[src/rtl/serial_add_seq.sv]
// Bit-serial adder: one full adder (two half adders + OR) reused over WIDTH
// cycles, LSB first, behind a start/busy/done handshake.

module half_adder (
  input  logic x,
  input  logic y,
  output logic s,
  output logic c
);
  assign s = x ^ y;
  assign c = x & y;
endmodule

module serial_add_seq #(
  parameter int WIDTH = 8
) (
  input  logic             clk,
  input  logic             rst,
  input  logic             start,
  input  logic [WIDTH-1:0] a,
  input  logic [WIDTH-1:0] b,
  input  logic             cin,
  output logic             busy,
  output logic             done,
  output logic [WIDTH-1:0] sum,
  output logic             cout
);
  localparam int CW = $clog2(WIDTH) + 1;
  localparam logic [CW-1:0] LAST = CW'(WIDTH - 1);

  typedef enum logic [1:0] {IDLE, RUN, DONE} state_t;

  state_t           state, state_nxt;
  logic [WIDTH-1:0] a_sr, b_sr, sum_shift;
  logic             carry;
  logic [CW-1:0]    cnt;
  logic             ha1_s, ha1_c, ha2_s, ha2_c, fa_c;

  half_adder u_ha1 (.x(a_sr[0]), .y(b_sr[0]), .s(ha1_s), .c(ha1_c));
  half_adder u_ha2 (.x(ha1_s),   .y(carry),   .s(ha2_s), .c(ha2_c));
  assign fa_c = ha1_c | ha2_c;

  // New sum bit enters at the MSB so the LSB-first result lands aligned.
  generate
    if (WIDTH == 1) begin : g_sum1
      assign sum_shift = ha2_s;
    end else begin : g_sumn
      assign sum_shift = {ha2_s, sum[WIDTH-1:1]};
    end
  endgenerate

  always_ff @(posedge clk) begin
    if (rst) state <= IDLE;
    else     state <= state_nxt;
  end

  always_comb begin
    state_nxt = state;
    case (state)
      IDLE:    if (start) state_nxt = RUN;
      RUN:     if (cnt == LAST) state_nxt = DONE;
      DONE:    state_nxt = IDLE;
      default: state_nxt = IDLE;
    endcase
  end

  always_comb begin
    busy = (state == RUN);
    done = (state == DONE);
  end

  always_ff @(posedge clk) begin
    if (rst) begin
      a_sr  <= '0;
      b_sr  <= '0;
      carry <= 1'b0;
      cnt   <= '0;
      sum   <= '0;
      cout  <= 1'b0;
    end else begin
      case (state)
        IDLE: if (start) begin
          a_sr  <= a;
          b_sr  <= b;
          carry <= cin;
          cnt   <= '0;
        end
        RUN: begin
          a_sr  <= a_sr >> 1;
          b_sr  <= b_sr >> 1;
          sum   <= sum_shift;
          carry <= fa_c;
          cnt   <= cnt + CW'(1);
          if (cnt == LAST) cout <= fa_c;
        end
        default: ;
      endcase
    end
  end
endmodule

[config.mk]
export PLATFORM = sky130hd
export DESIGN_NAME = serial_add_seq
export DESIGN_NICKNAME = d
export VERILOG_FILES = /design/src/rtl/serial_add_seq.sv
export SDC_FILE = /design/constraint.sdc
export NUM_CORES = 1
export LEC_CHECK = 0
export CAP_MARGIN = 20
export CORE_MARGIN = 2
export CORE_UTILIZATION = 53
export DETAILED_ROUTE_END_ITERATION = 10
export PLACE_DENSITY = 0.84
export SLEW_MARGIN = 40
export SYNTH_ARGS = -nofsm -noshare
export SYNTH_HDL_FRONTEND = slang
export SYNTH_HIERARCHICAL = 1
export SYNTH_SLANG_ARGS = --single-unit
[constraint.sdc]
create_clock -name clk -period 2.2 [get_ports clk]
set_clock_uncertainty 0.2 [all_clocks]
set_input_delay 0.33 -clock clk [delete_from_list [all_inputs] [get_ports clk]]
set_output_delay 0.33 -clock clk [all_outputs]
set_load 0.01 [all_outputs]
==> summary by stage <==
Final layout
The post-route cell area is 0.00181 sq mm. The final antenna diode count is 0. The library cell used most frequently in the layout, excluding fill and tap cells, is sky130_fd_sc_hd__dfxtp_1.

The signed area change from the synthesized netlist to the final layout is 26.1%. Measured on the finished design, the core utilization comes to 0.719. The number of nets at the end of the flow is 224. The layout cell share with drive strength beyond 1 is 0.0896.

The count of cells in the finished layout, fillers not included, comes to 231. The top cell types in the final layout, fill and taps aside, are sky130_fd_sc_hd__dfxtp_1, sky130_fd_sc_hd__nor2_1, sky130_fd_sc_hd__clkdlybuf4s50_1, sky130_fd_sc_hd__nand2_1, sky130_fd_sc_hd__a211oi_1.

Detailed routing
The DRC violation count after routing is 0. The ratio of routed vias to standard cells is 5.62. The detailed router finished its first iteration with 50 violations. The detailed-router iteration count before antenna repair is 4.

The overall via count from detail_route is 1299. The residual antenna-violating net count after detailed routing is 0. Dividing the detail-routed wire length by the instance count gives 13.6 um. The overall routed net length is 3.14 mm.

Clock tree
The master cell of the clock root buffer is sky130_fd_sc_hd__clkbuf_4. No sink is reached through more buffers than the 2 on the longest clock path. Counting every sink on the clock net gives 32. The CTS H-tree depth is 2. The TritonCTS clock tree is done. The worst-skew pair later-pin latency is 340 ps. In this run, CTS created clock tree buffers numbering 5. After clock tree synthesis, the clock-pin slew on the worst setup and hold paths is 90 ps.

Timing
For the final routed database, the setup TNS stands at 0 ps. Setup repair after global routing left no endpoint under its margin. The post-route fraction of the period consumed by the critical path is 0.958. The count of endpoints failing hold in the final timing report is 0. At the pin with the least slew margin, the transition time is 475 ps. The clock period could shrink to 2110 ps.

Based on the critical path, the design can be clocked at up to 474 MHz. Headroom to the max-slew limit came out at 0.683. Setup violations remaining at the end of the flow were counted as 0. The final number of max-transition violations is 0.

Placement
At the end of routability-driven placement, the weighted congestion stood at 0.837. After detailed placement, the total cell area comes to 0.00176 sq mm. Including well taps, the total number of placed cells is 224.

The number of buffers added on ports is 30. The wire-length estimate of the detail-placed layout is 2.16 mm.

Run
Max-cap violations in this run came to 0.

Floorplan
The number of placement rows is 18. The effective utilization at floorplan is 0.570. The total area inside the core boundary comes to 0.00252 sq mm. The overall die area is 0.00314 sq mm. The die is 56.1 um tall.

The die is 56.1 um wide. The top-level port count is 31.

Global route
The first-pass GRT wire length is 5.43 mm. Entering global routing, the biggest net connects 23 pins. The initial antenna violation count was 0. The global-route usage over all layers is 0.222.

The via count of the first global-routing pass was 1210. After global routing the overflow that remains totals 0.

Min path
The min-delay analysis places its worst path in the category reg2reg.

Setup path
The endpoint arrival time on the critical path is 1580 ps. The endpoint type of the worst setup path is a primary output. The worst register-to-register path has a setup slack of 570 ps. The start-to-end type of the worst setup path is reg2out. STA puts the critical path data required time at 1670 ps. Along the worst path, the maximum fanout reaches 22. STA classifies the critical path startpoint as a flip-flop.

Synthesis
Counting every net in the synthesized netlist gives 194. After synthesis, the cell types taking the most area are sky130_fd_sc_hd__dfxtp_1, sky130_fd_sc_hd__nor2_1, sky130_fd_sc_hd__a211oi_1, sky130_fd_sc_hd__o2bb2ai_1, sky130_fd_sc_hd__nand2_1. The cell area after synthesis is 0.00144 sq mm. The gate count after technology mapping is 171.

The largest total area in the synthesized netlist belongs to sky130_fd_sc_hd__dfxtp_1. The number of different library cells used by synthesis comes to 32. The mean instance size in the synthesized netlist is 8.41 sq um.

The share of the synthesized area in the top cell type is 0.446. Of the synthesized area, sequential elements account for 0.446. The synthesized design contains 32 register bits. The yosys synthesis warning count is 6.

Power
The static power due to leakage is 0.654 nW. Overall power consumption after layout is estimated at 1.13 mW. The total power divided by cell area is 621 mW/mm^2. The worst-case IR drop observed on VDD is 476 uV.

Outcome
The flow ran to the end, and the final reports show no timing, DRC or antenna violations.
==> through the flow <==
step	worst slack (ps)	hold slack [ps]
3_5_place_dp	207	253
5_1_grt	8.35	289
3_3_place_gp	330	244
6_report	92.0	265
4_1_cts	24.2	266
2_1_floorplan	695	241
==> critical path, cell delays in order (launching register included) <==
cell and delay, ps:
sky130_fd_sc_hd__dfxtp_1 340, sky130_fd_sc_hd__buf_4 210, sky130_fd_sc_hd__nor2_1 120, sky130_fd_sc_hd__clkdlybuf4s50_1 560
==> repair_timing <==
action                     CTS  global route
setup endpoints to repair    0             1
setup buffers                0             0
resized for setup            0             1
hold buffers                 0             0
==> cells in the mapped netlist <==
master / instances
sky130_fd_sc_hd__o21ba_4: 1
sky130_fd_sc_hd__nor3_1: 1
sky130_fd_sc_hd__buf_4: 1
sky130_fd_sc_hd__o32a_1: 1
sky130_fd_sc_hd__or2_2: 1
sky130_fd_sc_hd__o2bb2ai_1: 11
sky130_fd_sc_hd__a211oi_2: 1
sky130_fd_sc_hd__a31oi_1: 1
sky130_fd_sc_hd__o22ai_1: 5
sky130_fd_sc_hd__buf_6: 2
sky130_fd_sc_hd__or3_1: 2
sky130_fd_sc_hd__a21o_1: 1
sky130_fd_sc_hd__a21oi_1: 13
sky130_fd_sc_hd__a211oi_1: 14
sky130_fd_sc_hd__clkbuf_1: 4
sky130_fd_sc_hd__nor2b_1: 3
sky130_fd_sc_hd__nand2b_4: 1
sky130_fd_sc_hd__nor2_1: 30
sky130_fd_sc_hd__o21bai_1: 1
sky130_fd_sc_hd__buf_2: 4
sky130_fd_sc_hd__nand3b_1: 2
sky130_fd_sc_hd__nand3_1: 2
sky130_fd_sc_hd__a22oi_1: 1
sky130_fd_sc_hd__o21a_1: 1
sky130_fd_sc_hd__nand2_1: 23
sky130_fd_sc_hd__inv_1: 3
sky130_fd_sc_hd__dfxtp_1: 32
sky130_fd_sc_hd__or2b_1: 1
sky130_fd_sc_hd__clkbuf_2: 1
sky130_fd_sc_hd__o21ai_0: 2
sky130_fd_sc_hd__buf_1: 2
sky130_fd_sc_hd__ha_1: 3
==> sequential cells by signal, summed over array words and instances, names as in the netlist <==
signal / count
carry: 1
state: 2
cout: 1
sum: 8
b_sr: 8
a_sr: 8
cnt: 4
==> final cells by class <==
cell class	count	area [sq um]
Inverter	3	15.0
Clock buffer	6	41.3
Timing Repair Buffer	37	365
Clock inverter	1	5.00
Tap cell	30	37.5
Multi-Input combinational cell	122	708
Sequential cell	32	641
Fill cell	194	709
==> power by group <==
group	internal, mW	switching [mW]
combinational	0.0926	0.0882
sequential	0.612	0.0202
clock	0.117	0.196
total	0.822	0.304
==> cell families after synthesis <==
logic type | after synthesis | share of synthesized area
compound gates | 53 | 0.266
buf+inv | 17 | 0.0618
fa+ha+maj | 3 | 0.0261
simple gates | 66 | 0.200
flops | 32 | 0.446
==> path summary, 6_finish.rpt <==
kind	endpoint	cells past startpoint	from
max	done	3	state[0]$_SDFFE_PP0P_
min reg2reg	carry$_SDFFE_PP0P_	2	carry$_SDFFE_PP0P_
max reg2reg	a_sr[5]$_SDFFE_PP0P_	4	state[0]$_SDFFE_PP0P_
min	carry$_SDFFE_PP0P_	2	carry$_SDFFE_PP0P_
==> layer usage <==
metal | wire [um] | GRT usage | part of all wire | up-vias
met5 | 0 | 0 | 0 | -
met4 | 50 | 0.0884 | 0.016 | 0
met3 | 184 | 0.0767 | 0.059 | 5
met2 | 1490 | 0.338 | 0.48 | 31
met1 | 1410 | 0.287 | 0.45 | 605
li1 | - | - | - | 658
No activity file was read; power rests on OpenSTA's default activity.
